File: config.mk
export PLATFORM = sky130hd
export DESIGN_NAME = qosc_ctrl_flat
export DESIGN_NICKNAME = d
export VERILOG_FILES = /design/src/rtl/qosc_pkg.sv /design/src/rtl/qosc_ctrl_if.sv /design/src/rtl/qosc_frame_rx.sv /design/src/rtl/qosc_ctrl.sv /design/src/flat_wrapper.sv
export SDC_FILE = /design/constraint.sdc
export NUM_CORES = 1
export LEC_CHECK = 0
export ABC_CLOCK_PERIOD_IN_PS = 7500
export BUFFER_PORTS_ARGS = -buffer_cell sky130_fd_sc_hd__buf_2
export CORE_AREA = 4 4 122 124
export CTS_BUF_LIST = sky130_fd_sc_hd__clkbuf_4
export DETAILED_ROUTE_END_ITERATION = 8
export DIE_AREA = 0 0 126 128
export HOLD_SLACK_MARGIN = 0.06
export PLACE_DENSITY = 0.73
export SYNTH_ARGS = -nofsm -noshare
export SYNTH_HDL_FRONTEND = slang
export SYNTH_HIERARCHICAL = 1
export SYNTH_SLANG_ARGS = --single-unit
File: constraint.sdc
create_clock -name clk -period 7.5 [get_ports clk]
set_input_delay 1.125 -clock clk [delete_from_list [all_inputs] [get_ports clk]]
set_output_delay 1.125 -clock clk [all_outputs]
set_load 0.01 [all_outputs]
File: src/rtl/qosc_pkg.sv
// qosc_pkg: shared types and constants for the quadrature oscillator
// configuration controller.
// Optional feature macro: QOSC_CTRL_CHECKSUM_EN (adds an XOR check byte
// at the end of each frame).
package qosc_pkg;

  typedef enum logic [1:0] {
    ST_IDLE = 2'd0,
    ST_RX   = 2'd1,
    ST_LOAD = 2'd2,
    ST_RUN  = 2'd3
  } qosc_state_e;

  localparam int QOSC_WORDS         = 5;
  localparam int QOSC_PAYLOAD_BYTES = 10;

  // Byte positions of each oscillator word inside the frame (little-endian).
  localparam int IDX_RE_LO  = 0;
  localparam int IDX_RE_HI  = 1;
  localparam int IDX_IM_LO  = 2;
  localparam int IDX_IM_HI  = 3;
  localparam int IDX_PW_LO  = 4;
  localparam int IDX_PW_HI  = 5;
  localparam int IDX_ARE_LO = 6;
  localparam int IDX_ARE_HI = 7;
  localparam int IDX_AIM_LO = 8;
  localparam int IDX_AIM_HI = 9;

`ifdef QOSC_CTRL_CHECKSUM_EN
  localparam int QOSC_FRAME_BYTES = QOSC_PAYLOAD_BYTES + 1;
`else
  localparam int QOSC_FRAME_BYTES = QOSC_PAYLOAD_BYTES;
`endif

  typedef logic [QOSC_PAYLOAD_BYTES-1:0][7:0] qosc_payload_t;
  typedef logic [QOSC_WORDS-1:0][15:0]        qosc_words_t;

  // Assemble one 16-bit word from its lo/hi byte positions.
  function automatic logic [15:0] qosc_word(input qosc_payload_t p,
                                            input int lo_idx,
                                            input int hi_idx);
    return {p[hi_idx], p[lo_idx]};
  endfunction

endpackage

File: src/rtl/qosc_ctrl_if.sv
// qosc_ctrl_if: byte-serial configuration port (valid/ready handshake).
// The master drives bytes, the slave (qosc_ctrl) returns ready.
interface qosc_ctrl_if;
  logic [7:0] cfg_data;
  logic       cfg_valid;
  logic       cfg_start;
  logic       cfg_ready;

  modport master (output cfg_data, output cfg_valid, output cfg_start, input cfg_ready);
  modport slave  (input cfg_data, input cfg_valid, input cfg_start, output cfg_ready);
endinterface

File: src/rtl/qosc_frame_rx.sv
// qosc_frame_rx: byte index counter and shadow registers for one frame.
// With QOSC_CTRL_CHECKSUM_EN a running XOR of the payload is kept and the
// final byte is compared against it instead of being stored.
// shadow is the next-state view so the last payload byte is visible in the
// same cycle frame_done is flagged.
module qosc_frame_rx
  import qosc_pkg::*;
(
  input  logic          clk,
  input  logic          rst_n,
  input  logic          acc,        // byte accepted this cycle
  input  logic          start,      // accepted byte is byte 0 of a frame
  input  logic [7:0]    data,
  input  logic          rx_active,  // controller is collecting a frame
  output qosc_payload_t shadow,
  output logic          frame_done,
  output logic          frame_bad
);

  localparam logic [3:0] LAST_IDX    = 4'(QOSC_FRAME_BYTES - 1);
  localparam logic [3:0] PAYLOAD_END = 4'(QOSC_PAYLOAD_BYTES);

  logic [3:0]    idx_q, idx_d;
  qosc_payload_t shadow_q, shadow_d;
  logic          frame_done_s;
  logic          frame_bad_s;
`ifdef QOSC_CTRL_CHECKSUM_EN
  logic [7:0]    xor_q, xor_d;
`endif

  // Index/shadow update: a start byte always opens a fresh frame.
  always_comb begin
    idx_d        = idx_q;
    shadow_d     = shadow_q;
    frame_done_s = 1'b0;
    frame_bad_s  = 1'b0;
`ifdef QOSC_CTRL_CHECKSUM_EN
    xor_d        = xor_q;
`endif
    if (acc && start) begin
      idx_d       = 4'd1;
      shadow_d[0] = data;
`ifdef QOSC_CTRL_CHECKSUM_EN
      xor_d       = data;
`endif
    end else if (acc && rx_active) begin
      if (idx_q < PAYLOAD_END) begin
        shadow_d[idx_q] = data;
      end else begin
        shadow_d = shadow_q;
      end
`ifdef QOSC_CTRL_CHECKSUM_EN
      xor_d = xor_q ^ data;
`endif
      if (idx_q == LAST_IDX) begin
        idx_d        = 4'd0;
        frame_done_s = 1'b1;
`ifdef QOSC_CTRL_CHECKSUM_EN
        frame_bad_s  = (data != xor_q);
`else
        frame_bad_s  = 1'b0;
`endif
      end else begin
        idx_d = idx_q + 4'd1;
      end
    end else begin
      idx_d = idx_q;
    end
  end

  // Frame assembly registers.
  always_ff @(posedge clk or negedge rst_n) begin
    if (!rst_n) begin
      idx_q    <= 4'd0;
      shadow_q <= '0;
`ifdef QOSC_CTRL_CHECKSUM_EN
      xor_q    <= 8'h00;
`endif
    end else begin
      idx_q    <= idx_d;
      shadow_q <= shadow_d;
`ifdef QOSC_CTRL_CHECKSUM_EN
      xor_q    <= xor_d;
`endif
    end
  end

  assign shadow     = shadow_d;
  assign frame_done = frame_done_s;
  assign frame_bad  = frame_bad_s;

endmodule

File: src/rtl/qosc_ctrl.sv
// qosc_ctrl: configuration/sequencing controller for the quadrature
// oscillator. Collects a byte frame, commits the five words atomically and
// strobes load for LOAD_CYCLES cycles (1..15).
// Optional feature macro: QOSC_CTRL_CHECKSUM_EN.
module qosc_ctrl
  import qosc_pkg::*;
#(
  parameter int unsigned LOAD_CYCLES = 2
) (
  input  logic        clk,
  input  logic        rst_n,
  qosc_ctrl_if.slave  cfg,
  input  logic        restart,
  input  logic        err_clr,
  output logic        load,
  output logic [15:0] re_coeff,
  output logic [15:0] im_coeff,
  output logic [15:0] power,
  output logic [15:0] accu_re_init,
  output logic [15:0] accu_im_init,
  output logic        configured,
  output logic        busy,
  output logic        err
);

  localparam logic [3:0] LOAD_CNT_INIT = 4'(LOAD_CYCLES - 1);

  qosc_state_e   state_q, state_d;
  logic [3:0]    cnt_q, cnt_d;
  qosc_words_t   words_q, words_d;
  logic          load_q, load_d;
  logic          ready_q, ready_d;
  logic          busy_q, busy_d;
  logic          configured_q, configured_d;
  logic          err_q, err_d;

  logic          acc_s;
  logic          rx_s;
  logic          commit_s;
  logic          abort_s;
  logic          bad_s;
  qosc_payload_t shadow_s;
  logic          frame_done_s;
  logic          frame_bad_s;

  assign acc_s = cfg.cfg_valid & ready_q;
  assign rx_s  = (state_q == ST_RX);

  qosc_frame_rx u_frame_rx (
    .clk        (clk),
    .rst_n      (rst_n),
    .acc        (acc_s),
    .start      (cfg.cfg_start),
    .data       (cfg.cfg_data),
    .rx_active  (rx_s),
    .shadow     (shadow_s),
    .frame_done (frame_done_s),
    .frame_bad  (frame_bad_s)
  );

  // Next-state logic; start bytes take priority over restart and frame end.
  always_comb begin
    state_d  = state_q;
    cnt_d    = cnt_q;
    commit_s = 1'b0;
    abort_s  = 1'b0;
    bad_s    = 1'b0;
    case (state_q)
      ST_IDLE: begin
        if (acc_s && cfg.cfg_start) begin
          state_d = ST_RX;
        end else begin
          state_d = ST_IDLE;
        end
      end
      ST_RX: begin
        if (acc_s && cfg.cfg_start) begin
          abort_s = 1'b1;
        end else if (frame_done_s && frame_bad_s) begin
          bad_s   = 1'b1;
          state_d = configured_q ? ST_RUN : ST_IDLE;
        end else if (frame_done_s) begin
          commit_s = 1'b1;
          cnt_d    = LOAD_CNT_INIT;
          state_d  = ST_LOAD;
        end else begin
          state_d = ST_RX;
        end
      end
      ST_LOAD: begin
        if (cnt_q == 4'd0) begin
          state_d = ST_RUN;
        end else begin
          cnt_d = cnt_q - 4'd1;
        end
      end
      ST_RUN: begin
        if (acc_s && cfg.cfg_start) begin
          state_d = ST_RX;
        end else if (restart) begin
          cnt_d   = LOAD_CNT_INIT;
          state_d = ST_LOAD;
        end else begin
          state_d = ST_RUN;
        end
      end
      default: begin
        state_d = ST_IDLE;
        cnt_d   = 4'd0;
      end
    endcase
  end

  // Next values of the registered outputs, derived from the next state.
  always_comb begin
    words_d = words_q;
    if (commit_s) begin
      words_d[0] = qosc_word(shadow_s, IDX_RE_LO,  IDX_RE_HI);
      words_d[1] = qosc_word(shadow_s, IDX_IM_LO,  IDX_IM_HI);
      words_d[2] = qosc_word(shadow_s, IDX_PW_LO,  IDX_PW_HI);
      words_d[3] = qosc_word(shadow_s, IDX_ARE_LO, IDX_ARE_HI);
      words_d[4] = qosc_word(shadow_s, IDX_AIM_LO, IDX_AIM_HI);
    end else begin
      words_d = words_q;
    end
    configured_d = configured_q | commit_s;
    if (abort_s || bad_s) begin
      err_d = 1'b1;
    end else if (err_clr) begin
      err_d = 1'b0;
    end else begin
      err_d = err_q;
    end
    // Until the first commit the oscillator stays preloaded, even while a
    // frame is being received.
    load_d  = (state_d == ST_IDLE) || (state_d == ST_LOAD) ||
              ((state_d == ST_RX) && !configured_d);
    ready_d = (state_d != ST_LOAD);
    busy_d  = (state_d == ST_RX) || (state_d == ST_LOAD);
  end

  // State, counter and output registers.
  always_ff @(posedge clk or negedge rst_n) begin
    if (!rst_n) begin
      state_q      <= ST_IDLE;
      cnt_q        <= 4'd0;
      words_q      <= '0;
      load_q       <= 1'b1;
      ready_q      <= 1'b1;
      busy_q       <= 1'b0;
      configured_q <= 1'b0;
      err_q        <= 1'b0;
    end else begin
      state_q      <= state_d;
      cnt_q        <= cnt_d;
      words_q      <= words_d;
      load_q       <= load_d;
      ready_q      <= ready_d;
      busy_q       <= busy_d;
      configured_q <= configured_d;
      err_q        <= err_d;
    end
  end

  assign cfg.cfg_ready  = ready_q;
  assign load           = load_q;
  assign re_coeff       = words_q[0];
  assign im_coeff       = words_q[1];
  assign power          = words_q[2];
  assign accu_re_init   = words_q[3];
  assign accu_im_init   = words_q[4];
  assign configured     = configured_q;
  assign busy           = busy_q;
  assign err            = err_q;

endmodule

File: src/flat_wrapper.sv
// flat-port wrapper written by rule: the top's interface ports become plain ports
module qosc_ctrl_flat import qosc_pkg::*;
#(
  parameter int unsigned LOAD_CYCLES = 2
)
  (clk, rst_n, restart, err_clr, load, re_coeff, im_coeff, power, accu_re_init, accu_im_init, configured, busy, err, cfg_cfg_data, cfg_cfg_valid, cfg_cfg_start, cfg_cfg_ready);
  qosc_ctrl_if cfg_i ();
  input  logic clk;
  input  logic rst_n;
  input  logic restart;
  input  logic err_clr;
  output logic load;
  output logic [15:0] re_coeff;
  output logic [15:0] im_coeff;
  output logic [15:0] power;
  output logic [15:0] accu_re_init;
  output logic [15:0] accu_im_init;
  output logic configured;
  output logic busy;
  output logic err;
  input wire logic [$bits(cfg_i.cfg_data)-1:0] cfg_cfg_data;
  input wire logic [$bits(cfg_i.cfg_valid)-1:0] cfg_cfg_valid;
  input wire logic [$bits(cfg_i.cfg_start)-1:0] cfg_cfg_start;
  output wire logic [$bits(cfg_i.cfg_ready)-1:0] cfg_cfg_ready;
  assign cfg_i.cfg_data = cfg_cfg_data;
  assign cfg_i.cfg_valid = cfg_cfg_valid;
  assign cfg_i.cfg_start = cfg_cfg_start;
  assign cfg_cfg_ready = cfg_i.cfg_ready;
  qosc_ctrl #(.LOAD_CYCLES(LOAD_CYCLES)) u_core (.clk(clk), .rst_n(rst_n), .cfg(cfg_i), .restart(restart), .err_clr(err_clr), .load(load), .re_coeff(re_coeff), .im_coeff(im_coeff), .power(power), .accu_re_init(accu_re_init), .accu_im_init(accu_im_init), .configured(configured), .busy(busy), .err(err));
endmodule
==> results.cfg <==
[sta]
rsz0062_at_grt = false
final.setup.tns_ps = 0
final-hold-violation-count = 0
final_max_slew_viol_count = 0
min_period_over_period = 0.438
post-route-min-period_ps = 3290
skew_ps = 12.0
worst_slew_pin_slew_ps = 1110
setup_viol = 0
maxSlewHeadroom = 0.257
fmax_mhz = 304

[cells_and_area]
final_common_cell = dfrtp_1
fillers = 1154
drive_above_1_share = 0.407
fin_cells = 740
diodes = 0
nNetsFinal = 566
stdcell_area_um2 = 7940
final_cell_mix = dfrtp_1 (173), buf_2 (97), mux2_1 (80), mux2_2 (80), clkbuf_4 (18)
final_core_util = 0.576
synthToLayoutAreaGrowth_pct = 11.6

[floorplan]
die_area_um2 = 16100
die_w_um = 126
coreArea_um2 = 13800
initial_utilization = 0.517
dieHeight_um = 128
io_pins = 99
num_rows = 43

[drt]
antenna_left = 0
wirelength_um = 13700
vias_per_cell = 5.38
dr.pass1.iters = 4
route.detailed.drc = 0
wl_per_cell_um = 18.5
via_count = 3983
drtIter0Drc = 161

[logic_synthesis]
ys_seq_area_frac = 0.616
synth-async-reset-ratio = 1.00
yosysWarningCount = 6
synth_cell_types = 53
syn_inst = 455
syn_nets = 474
ys.flop_type = dfrtp_1
synth_area_per_cell_um2 = 15.6
ys_seq_elements = 175
syn_area_um2 = 7120
synth_edf_count = 0

[placed_design]
gp_congestion = 0.916
place_hpwl_um = 9150
io_buffers = 98
dp_cells = 708
placed_cell_area_um2 = 7610

[hold_path]
hold_path_depth = 1
hp-class = reg -> reg

[grt]
grt-ovfl-total = 0
grt_pass1_vias = 4244
antenna_found_initial = 0
grt_pass1_wl_um = 22400
grt_max_degree = 93
grt.total_usage = 0.179

[clock_network]
root_buffer = clkbuf_4
cts_max_level = 4
cts_tree = yes
cts.sinks = 175
cts_resized = 0
postCtsSetupRepairBufs = 0
numCtsBuffers = 17
cts_hold_buf = 0
clock_latency_ps = 560
clk_path_buf_depth = 2
path_clk_slew_ps = 110

[pwr]
irDropWorstVdd_uv = 134
p_clk_frac = 0.308
pwr-share-comb = 0.121
netSwitchingPower_uw = 459
sw_frac_of_total = 0.237
powerDensity_nw_per_um2 = 244
power.internal_uw = 1480
total_power_uw = 1940
p_leak_uw = 0.00425
p_seq_frac = 0.571

[worst_setup_path]
cp_data_arrival_time_ps = 3720
critPathKind = in -> reg
crit_path_start_kind = input pin
required_ps = 7940
crit_path_end_kind = flip-flop
r2r_cells = 7
worstPathMaxFanout = 82

[flow_run]
drv_cap = 0

[run_status]
status = finished, final reports clean
path summary, 6_finish.rpt:
check | start | end | slack (ps)
max in group asynchronous | rst_n | u_core/u_frame_rx/shadow_q[70]$_DFF_PN0_ | 5350
max reg2reg | u_core/state_q[1]$_DFF_PN0_ | u_core/im_coeff[3]$_DFFE_PN0P_ | 4220
max | cfg_cfg_valid | u_core/im_coeff[3]$_DFFE_PN0P_ | 4210
min | u_core/im_coeff[1]$_DFFE_PN0P_ | u_core/im_coeff[1]$_DFFE_PN0P_ | 490
min in group asynchronous | rst_n | u_core/accu_re_init[10]$_DFFE_PN0P_ | 610
min reg2reg | u_core/im_coeff[1]$_DFFE_PN0P_ | u_core/im_coeff[1]$_DFFE_PN0P_ | 490
cells by family (layout without fill, tap and decap cells):
group | Yosys count | in the layout | share of synthesized area
compound gates | 33 | 33 | 0.0359
fa+ha+maj | 5 | 5 | 0.00879
buf+inv | 39 | 144 | 0.0420
flops | 175 | 175 | 0.616
mux | 160 | 160 | 0.253
other cells | 1 | 1 | 0.000527
simple gates | 42 | 42 | 0.0438
flip-flops by register name, indices dropped and copies added (netlist names):
signal and cells:
u_core/power 16, u_core/busy 1, u_core/load 1, u_core/state_q 2, u_core/re_coeff 16, u_core/accu_im_init 16
u_core/u_frame_rx/idx_q 4, u_core/im_coeff 16, u_core/err 1, u_core/u_frame_rx/shadow_q 80, u_core/cfg.cfg_ready 1, u_core/configured 1
u_core/cnt_q 4, u_core/accu_re_init 16
synthesized netlist by cell type (all sizes together), types with 3 or more instances:
master | n | area share
mux2 | 160 | 0.25
nand3 | 11 | 0.014
nor2 | 4 | 0.0028
clkdlybuf4s25 | 8 | 0.011
clkbuf | 3 | 0.0016
a21oi | 5 | 0.0035
o21ai | 5 | 0.0035
dfrtp | 173 | 0.61
nor2b | 6 | 0.0053
buf | 16 | 0.023
and3 | 4 | 0.0044
inv | 12 | 0.0063
nand2 | 4 | 0.0021
ha | 5 | 0.0088
area by class of cell:
| class | count | area [µm²] | area share |
|---|---|---|---|
| clock buffers | 18 | 135 | 0.0170 |
| flip-flops and latches | 175 | 4380 | 0.552 |
| inverters | 12 | 45.0 | 0.00567 |
| clock inverters | 14 | 196 | 0.0247 |
| repair buffers | 100 | 512 | 0.0645 |
| multi-input cells | 241 | 2440 | 0.308 |
| well taps | 180 | 225 | 0.0284 |
through the flow:
step | worst slack (ps) | hold WS [ps]
finish | 4210 | 494
CTS | 4250 | 500
global placement | 3780 | 466
floorplan | 4430 | 468
global route | 4020 | 516
detailed placement | 3680 | 469
power by group through the flow:
stage / Sequential (µW) / Clock [µW] / Combinational, µW
4_1_cts: 1110 / 614 / 238
3_5_place_dp: 1120 / 0 / 237
6_report: 1110 / 597 / 234
2_1_floorplan: 1110 / 0 / 180
3_3_place_gp: 1120 / 0 / 223
5_1_grt: 1120 / 650 / 263
routing by layer:
layer	vias to the layer above	track usage	part of all wire
met5	-	0	0
met4	0	0.0625	0.014
met3	13	0.0396	0.047
met2	99	0.293	0.51
met1	2074	0.237	0.43
li1	1797	-	-
worst max-delay path: stages:
cell,delay [ps]
buf_2,110
and2_1,290
and3_2,360
and3_1,290
nor4b_4,220
buf_4,820
mux2_1,390
(Power assumes the default switching activity.)
